===== config.mk =====
export PLATFORM = sky130hd
export DESIGN_NAME = logic_unit_arbiter
export DESIGN_NICKNAME = d
export VERILOG_FILES = /design/src/rtl/logic_unit_pkg.sv /design/src/rtl/nbit_logic_unit.sv /design/src/rtl/logic_unit_arbiter.sv
export SDC_FILE = /design/constraint.sdc
export NUM_CORES = 1
export LEC_CHECK = 0
export ABC_AREA = 1
export CAP_MARGIN = 10
export CORE_UTILIZATION = 32
export CTS_CLUSTER_SIZE = 28
export DETAILED_ROUTE_END_ITERATION = 8
export GPL_ROUTABILITY_DRIVEN = 0
export PLACE_DENSITY = 0.62
export SYNTH_ARGS = -nofsm -noshare
export SYNTH_HDL_FRONTEND = slang
export SYNTH_SLANG_ARGS = --single-unit

===== constraint.sdc =====
create_clock -name clk -period 4.3 [get_ports clk]
set_input_delay 0.86 -clock clk [delete_from_list [all_inputs] [get_ports clk]]
set_output_delay 0.86 -clock clk [all_outputs]
set_load 0.01 [all_outputs]

===== src/rtl/logic_unit_pkg.sv =====
// Shared opcode and FSM-state definitions for the arbitrated logic unit.
package logic_unit_pkg;

    localparam logic [1:0] OP_AND = 2'b00;
    localparam logic [1:0] OP_OR  = 2'b01;
    localparam logic [1:0] OP_XOR = 2'b10;
    localparam logic [1:0] OP_NOR = 2'b11;

    typedef enum logic {
        ST_EMPTY = 1'b0,
        ST_FULL  = 1'b1
    } state_t;

endpackage


===== src/rtl/nbit_logic_unit.sv =====
// Purely combinational N-bit bitwise logic unit (AND/OR/XOR/NOR).
module nbit_logic_unit
    import logic_unit_pkg::*;
#(
    parameter int unsigned N = 32
) (
    input  logic [N-1:0] a,
    input  logic [N-1:0] b,
    input  logic [1:0]   op,
    output logic [N-1:0] y
);

    always_comb begin
        y = '0;
        case (op)
            OP_AND:  y = a & b;
            OP_OR:   y = a | b;
            OP_XOR:  y = a ^ b;
            OP_NOR:  y = ~(a | b);
            default: y = '0;
        endcase
    end

endmodule


===== src/rtl/logic_unit_arbiter.sv =====
// Round-robin arbiter sharing one bitwise logic unit between two requesters,
// with a single registered result slot and saturating per-requester accept counters.
module logic_unit_arbiter
    import logic_unit_pkg::*;
#(
    parameter int unsigned N     = 32,
    parameter int unsigned CNT_W = 16
) (
    input  logic             clk,
    input  logic             rst,
    input  logic             req0_valid,
    output logic             req0_ready,
    input  logic [N-1:0]     req0_a,
    input  logic [N-1:0]     req0_b,
    input  logic [1:0]       req0_op,
    input  logic             req1_valid,
    output logic             req1_ready,
    input  logic [N-1:0]     req1_a,
    input  logic [N-1:0]     req1_b,
    input  logic [1:0]       req1_op,
    output logic             rsp_valid,
    input  logic             rsp_ready,
    output logic [N-1:0]     rsp_data,
    output logic             rsp_id,
    output logic [CNT_W-1:0] cnt0,
    output logic [CNT_W-1:0] cnt1
);

    state_t         state;
    logic           last_grant;
    logic           can_accept;
    logic           grant0;
    logic           grant1;
    logic           accept;
    logic [N-1:0]   sel_a;
    logic [N-1:0]   sel_b;
    logic [1:0]     sel_op;
    logic [N-1:0]   lu_y;

    // Grant: lone requester wins; on contention the one not granted last wins.
    always_comb begin
        can_accept = (state == ST_EMPTY) || rsp_ready;
        grant0     = req0_valid && (!req1_valid || last_grant);
        grant1     = req1_valid && (!req0_valid || !last_grant);
        req0_ready = !rst && can_accept && grant0;
        req1_ready = !rst && can_accept && grant1;
        accept     = req0_ready || req1_ready;
        sel_a      = grant1 ? req1_a  : req0_a;
        sel_b      = grant1 ? req1_b  : req0_b;
        sel_op     = grant1 ? req1_op : req0_op;
    end

    nbit_logic_unit #(.N(N)) u_lu (
        .a  (sel_a),
        .b  (sel_b),
        .op (sel_op),
        .y  (lu_y)
    );

    assign rsp_valid = (state == ST_FULL);

    // Result slot FSM, priority pointer and saturating counters.
    always_ff @(posedge clk) begin
        if (rst) begin
            state      <= ST_EMPTY;
            rsp_data   <= '0;
            rsp_id     <= 1'b0;
            last_grant <= 1'b1;
            cnt0       <= '0;
            cnt1       <= '0;
        end else if (accept) begin
            state      <= ST_FULL;
            rsp_data   <= lu_y;
            rsp_id     <= req1_ready;
            last_grant <= req1_ready;
            if (req0_ready && (cnt0 != '1)) cnt0 <= cnt0 + CNT_W'(1);
            if (req1_ready && (cnt1 != '1)) cnt1 <= cnt1 + CNT_W'(1);
        end else if ((state == ST_FULL) && rsp_ready) begin
            state <= ST_EMPTY;
        end
    end

endmodule


==> results of run 1 <==
==> worst register-to-register path, delay by kind of cell (launching register included) <==
kind,cells,cell delay [ns]
AND/OR/NAND/NOR,5,0.96
buffers and inverters,2,0.56
flip-flops,1,0.37
adder cells (fa/ha/maj),1,0.27
AO/OA/AOI/OAI,2,0.19
==> cells in the final DEF, fill, tap and decap left out, drive strengths merged, types with 5 or more instances in the layout <==
cell,n
xor2,5
o21ai,109
nand3,107
a21oi,57
xnor2,6
ha,66
clkbuf,11
clkdlybuf4s50,204
dfxtp,67
nand4,8
nor2,51
inv,230
buf,10
nand2,295
or2,31
==> through the flow <==
stage | hold WS [ns] | setup slack, ns | utilization (%) | std cells
2_1_floorplan | 0.4766 | 1.907 | - | 1091
3_3_place_gp | 0.4534 | 0.8808 | 44.04 | 1517
3_5_place_dp | 0.4552 | 0.8069 | 44.04 | 1517
4_1_cts | 0.4647 | 0.8655 | 45.49 | 1532
5_1_grt | 0.4999 | 0.7878 | 45.49 | 1532
6_report | 0.4649 | 0.8877 | 45.49 | 1532
==> path summary, 6_finish.rpt <==
check / from / to / slack, ns / cells after the start
max: req1_valid / req1_ready / 0.89 / 4
min: cnt0[14]$_SDFFE_PP0P_ / cnt0[14]$_SDFFE_PP0P_ / 0.46 / 2
max reg2reg: last_grant$_SDFFE_PP1P_ / rsp_data[8]$_SDFFE_PP0P_ / 1.84 / 10
min reg2reg: cnt0[14]$_SDFFE_PP0P_ / cnt0[14]$_SDFFE_PP0P_ / 0.46 / 2
==> cell type report <==
type | count | share of cell area [%]
Tap cell | 265 | 3.708
Inverter | 230 | 9.712
Timing Repair Buffer | 214 | 23.82
Multi-Input combinational cell | 741 | 44.57
Sequential cell | 67 | 15.00
Clock inverter | 4 | 0.5877
Clock buffer | 11 | 2.603
==> power by group through the flow <==
stage	sequential [uW]	combinational, uW	clock, uW
floorplan	706	417	0
global placement	693	711	0
detailed placement	692	720	0
CTS	680	724	765
global route	684	816	791
finish	680	710	739
==> layer usage <==
layer,vias up,global-route usage [%],part of all wire [%]
li1,3694,-,-
met1,2975,20.84,45
met2,145,32.89,47
met3,15,5.000,6.5
met4,0,3.934,0.95
met5,-,0,0
==> kinds of logic (layout without fill, tap and decap cells) <==
logic type	Yosys count	after routing	share of synthesized area [%]
and+or+nand+nor	495	495	33.79
adders and majority gates	66	66	12.71
DFF	67	67	20.64
AOI/OAI and AO/OA	169	169	13.34
buffers and inverters	283	459	18.04
xor gates and xnor gates	11	11	1.482
==> flip-flops by register name (all words and copies together) (netlist names) <==
name and count:
cnt0 16, rsp_valid 1, rsp_data 32, last_grant 1
rsp_id 1, cnt1 16
==> impl_results.md, run 1 <==
- Status: complete, no violations
- Count leader, synth: nand2_1
- EDFF count, synth: 0
- Tot GR Track Use: 18.08%
- Post-CTS Hold Buffers: 0
- Aggregate global routing overflow: 0
- Least-Margin Pin Slew: 0.6725 ns
- Switching pwr: 681.8 uW
- Post-CTS sizing: 0
- Clock power share: 34.7%
- Clk sinks: 67
- Cts bufs inserted: 9
- Unrepaired setup endpoints after global routing: false
- Max Freq: 293.1 MHz
- Clock-pin slew on the worst setup and hold paths: 0.06 ns
- Total die area: 20880 um2
- Port Buffer Count: 204
- Synth top area cells: dfxtp_1, nand2_1, inv_1
- Vias in the first global route: 6311
- Die height: 144.5 um
- CP startpoint kind: input port
- Final Setup Violations: 0
- First-pass GRT wire length: 29.90 mm
- Area Growth Syn to Fin: 37.58%
- Cell family with most CP delay: buffers and inverters
- Placed cell area: 8656 um2
- H-Tree Depth: 3
- Synthesized area: 6499 um2
- Ordered list of cells on the worst path: clkdlybuf4s50_1, nand2_4, nor2_8, clkdlybuf4s50_1
- Largest area contributor in the netlist: dfxtp_1
- Nets: 1466
- Ratio of cells with drive above 1 in the final layout: 5.998%
- CTS Buffer Depth: 2
- Pint: 1447 uW
- WL per Instance: 11.86 um
- Crit path kind: input port to primary output
- Yosys reg bits: 67
- Max VDD drop: 0.1303 mV
- Fin. max-slew vios: 0
- Initial antenna violation count: 0
- Pwr Density: 238.1 nW/um2
- # diodes: 0
- Total negative slack: 0 ns
- Register area share after synthesis: 20.64%
- Row cnt: 51
- I/O pin count: 205
- Detailed-route via count: 6829
- Setup repair bufs after CTS: 0
- Sequential cell area: 1341 um2
- Synthesized instance count: 1091
- Post-route cell area: 8941 um2
- Final period utilization: 79.36%
- Final Hold Fails: 0
- Synth Flop Type: dfxtp_1
- CTS tree: done
- Top cells by count, synth: nand2_1, inv_1, nand3_1
- Hpwl dp: 13.19 mm
- Post-Syn Nets: 1294
- Ys Warns: 0
- CP arrival: 2.55 ns
- Combinational share of power: 33.4%
- Max incr delay on CP: 0.59 ns
- DRT Wirelength: 18.17 mm
- Synth top area share: 20.64%
- Drt first pass iters: 5
- Sw Share: 32.03%
- Initial Util: 33.07%
- Skew final: 0.006523 ns
- Yosys cell types: 31
- Skew-Pair Late Insertion Delay: 0.34 ns
- CP max stage cell: clkdlybuf4s50_1
- DRT antenna net count: 0
- Routed vias/inst: 4.458
- Hold Path Class: flip-flop to flip-flop
- Leak: 0.004362 uW
- Die width: 144.5 um
- Core ar.: 19650 um2
- Max Cap Viol: 0
- Asr flop ratio synth: 0%
- Sequential power share: 31.9%
- CTS root buffer: clkbuf_16
- Crit end category: primary output
- DRC: 0
- Worst path most repeated cell: clkdlybuf4s50_1
- Post-synthesis average cell area: 5.957 um2
- Minimum clock period: 3.412 ns
- DR iter-0 viols: 208
- WP buf/inv: 2
- Crit path required time: 3.44 ns
- Multi-input gate area: 3985 um2
- Largest net degree at the start of global routing: 73
- Worst-path fanout max: 45
- FILL cells: 2109
- Max-slew headroom: 55.17%
- Overall power: 2129 uW
Note: power is estimated with default switching activity, not from simulation.
==> inputs of run 2 (changes only) <==
- PLACE_DENSITY: 0.62 -> 0.64
- clock period: 4.3 -> 3.07 ns (I/O delays scaled with it)
==> run 2 against run 1 <==
  * Via count is 1.2% higher
  * Count of clock-buffer cells in the layout is 1 lower
  * Non-clock buffer count is 5 higher
  * Combinational power is 44% higher
  * Clock power is 58% higher
  * Highest routed layer unchanged
  * Routed wire length is 0.35% higher
  * Critical path type unchanged
  * Critical path depth is 1 higher
==> impl_results.md, run 2 (synthesis results as in run 1) <==
- Status: complete, no violations (unchanged)
- CP arrival: 2.21 ns (was 2.55 ns)
- Clock-pin slew on the worst setup and hold paths: 0.06 ns (about the same)
- Hpwl dp: 13.21 mm (was 13.19 mm)
- DR iter-0 viols: 247 (was 208)
- WL per Instance: 11.85 um (was 11.86 um)
- Least-Margin Pin Slew: 0.5960 ns (was 0.6725 ns)
- Core ar.: 19650 um2 (unchanged)
- Combinational share of power: 32.5% (was 33.4%)
- Crit path required time: 2.46 ns (was 3.44 ns)
- Largest Register: rsp_data (unchanged)
- Placed cell area: 8756 um2 (was 8656 um2)
- Worst path most repeated cell: clkdlybuf4s50_1 (unchanged)
- Leak: 0.004435 uW (was 0.004362 uW)
- Sw Share: 31.24% (was 32.03%)
- Cts bufs inserted: 9 (unchanged)
- Leading cell type in the layout, fill and taps excluded: nand2_1 (unchanged)
- Final Setup Violations: 0 (unchanged)
- DRT Wirelength: 18.23 mm (was 18.17 mm)
- Routed vias/inst: 4.493 (was 4.458)
- CP max stage cell: clkdlybuf4s50_1 (unchanged)
- DRT antenna net count: 0 (unchanged)
- First-pass GRT wire length: 29.95 mm (was 29.90 mm)
- Largest register FFs: 32 (unchanged)
- Top Registers: rsp_data: 32 flops, cnt0: 16 flops, cnt1: 16 flops (unchanged)
- H-Tree Depth: 3 (unchanged)
- Ratio of cells with drive above 1 in the final layout: 6.599% (was 5.998%)
- Area Growth Syn to Fin: 39.76% (was 37.58%)
- Row cnt: 51 (unchanged)
- Port Buffer Count: 204 (unchanged)
- Final Util: 46.21% (was 45.49%)
- Sequential power share: 30.3% (was 31.9%)
- Die width: 144.5 um (unchanged)
- Initial antenna violation count: 0 (unchanged)
- DRC: 0 (unchanged)
- Clock power share: 37.2% (was 34.7%)
- Skew-Pair Late Insertion Delay: 0.35 ns (was 0.34 ns)
- Max VDD drop: 0.2038 mV (was 0.1303 mV)
- Post-CTS Hold Buffers: 0 (unchanged)
- Nets: 1471 (was 1466)
- Post-CTS sizing: 0 (unchanged)
- Setup repair bufs after CTS: 0 (unchanged)
- Minimum clock period: 2.824 ns
- # diodes: 0 (unchanged)
- Max-slew headroom: 60.26% (was 55.17%)
- Max Freq: 354.1 MHz
- Detailed-route via count: 6911 (was 6829)
- Crit path kind: input port to primary output (unchanged)
- Final period utilization: 91.99%
- CP startpoint kind: input port (unchanged)
- Clk sinks: 67 (unchanged)
- Ordered list of cells on the worst path: clkdlybuf4s50_1, nand2_4, buf_12, nor2_8, clkdlybuf4s50_1 (was clkdlybuf4s50_1, nand2_4, nor2_8, clkdlybuf4s50_1)
- Aggregate global routing overflow: 0 (unchanged)
- Max incr delay on CP: 0.58 ns (was 0.59 ns)
- Final Hold Fails: 0 (unchanged)
- CTS Buffer Depth: 2 (unchanged)
- Hold Path Class: flip-flop to flip-flop (unchanged)
- I/O pin count: 205 (unchanged)
- Drt first pass iters: 5 (unchanged)
- Post-route cell area: 9082 um2 (was 8941 um2)
- Fin. max-slew vios: 0 (unchanged)
- Initial Util: 33.07% (unchanged)
- CTS tree: done (unchanged)
- Skew final: 0.006891 ns (was 0.006523 ns)
- Pint: 2156 uW (was 1447 uW)
- Largest net degree at the start of global routing: 95 (was 73)
- Die height: 144.5 um (unchanged)
- Total die area: 20880 um2 (unchanged)
- Pwr Density: 345.3 nW/um2 (was 238.1 nW/um2)
- CTS root buffer: clkbuf_16 (unchanged)
- Worst-path fanout max: 61 (was 45)
- Crit end category: primary output (unchanged)
- Max Cap Viol: 0 (unchanged)
- Switching pwr: 979.6 uW (was 681.8 uW)
- Vias in the first global route: 6222 (was 6311)
- Hold WS: 0.4538 ns (was 0.4649 ns)
- Most frequent cells in the layout: nand2_1, inv_1, clkdlybuf4s50_1 (unchanged)
- Unrepaired setup endpoints after global routing: false (unchanged)
- Total negative slack: 0 ns (unchanged)
- Tot GR Track Use: 18.30% (was 18.08%)
-- run 2: worst max-delay path, delay by kind of cell --
family / cells / cell delay, ns
buf+inv: 3 / 1.32
simple gates: 2 / 0.26
-- run 2: path summary, 6_finish.rpt --
check,start,endpoint,slack [ns],cells past startpoint
setup / recovery,req1_valid,req1_ready,0.25,5
hold / removal,cnt0[14]$_SDFFE_PP0P_,cnt0[14]$_SDFFE_PP0P_,0.45,2
setup reg to reg,last_grant$_SDFFE_PP1P_,rsp_data[0]$_SDFFE_PP0P_,1.04,8
hold reg to reg,cnt0[14]$_SDFFE_PP0P_,cnt0[14]$_SDFFE_PP0P_,0.45,2
-- run 2: power groups by stage --
stage / sequential, uW / combinational [uW] / clock (uW)
global placement: 968 / 1020 / 0
finish: 950 / 1020 / 1170
floorplan: 988 / 584 / 0
global route: 956 / 1170 / 1240
CTS: 950 / 1040 / 1190
detailed placement: 968 / 1030 / 0
-- run 2: layer usage --
layer | GRT usage [%] | vias to the layer above | share of wire (%)
met5 | 0 | - | 0
met3 | 5.397 | 18 | 7.7
li1 | - | 3703 | -
met4 | 4.598 | 0 | 1.1
met1 | 21.49 | 3002 | 44
met2 | 32.24 | 188 | 47
-- run 2: area by class of cell --
cell class              count  area [um2]
flip-flops and latches     67        1341
well taps                 265       331.6
inverters                 230       868.3
repair buffers            219        2230
fillers                  2087       10570
multi-input cells         741        3985
clock buffers              10       239.0
clock inverters             6       87.58
-- run 2: metrics by stage --
| step | worst slack [ns] | power (uW) | cells |
|---|---|---|---|
| 6_report | 0.2460 | 3136 | 1538 |
| 5_1_grt | 0.2006 | 3363 | 1538 |
| 4_1_cts | 0.2327 | 3184 | 1538 |
| 3_5_place_dp | 0.2300 | 2002 | 1522 |
| 3_3_place_gp | 0.2595 | 1987 | 1522 |
| 2_1_floorplan | 0.9232 | 1573 | 1091 |
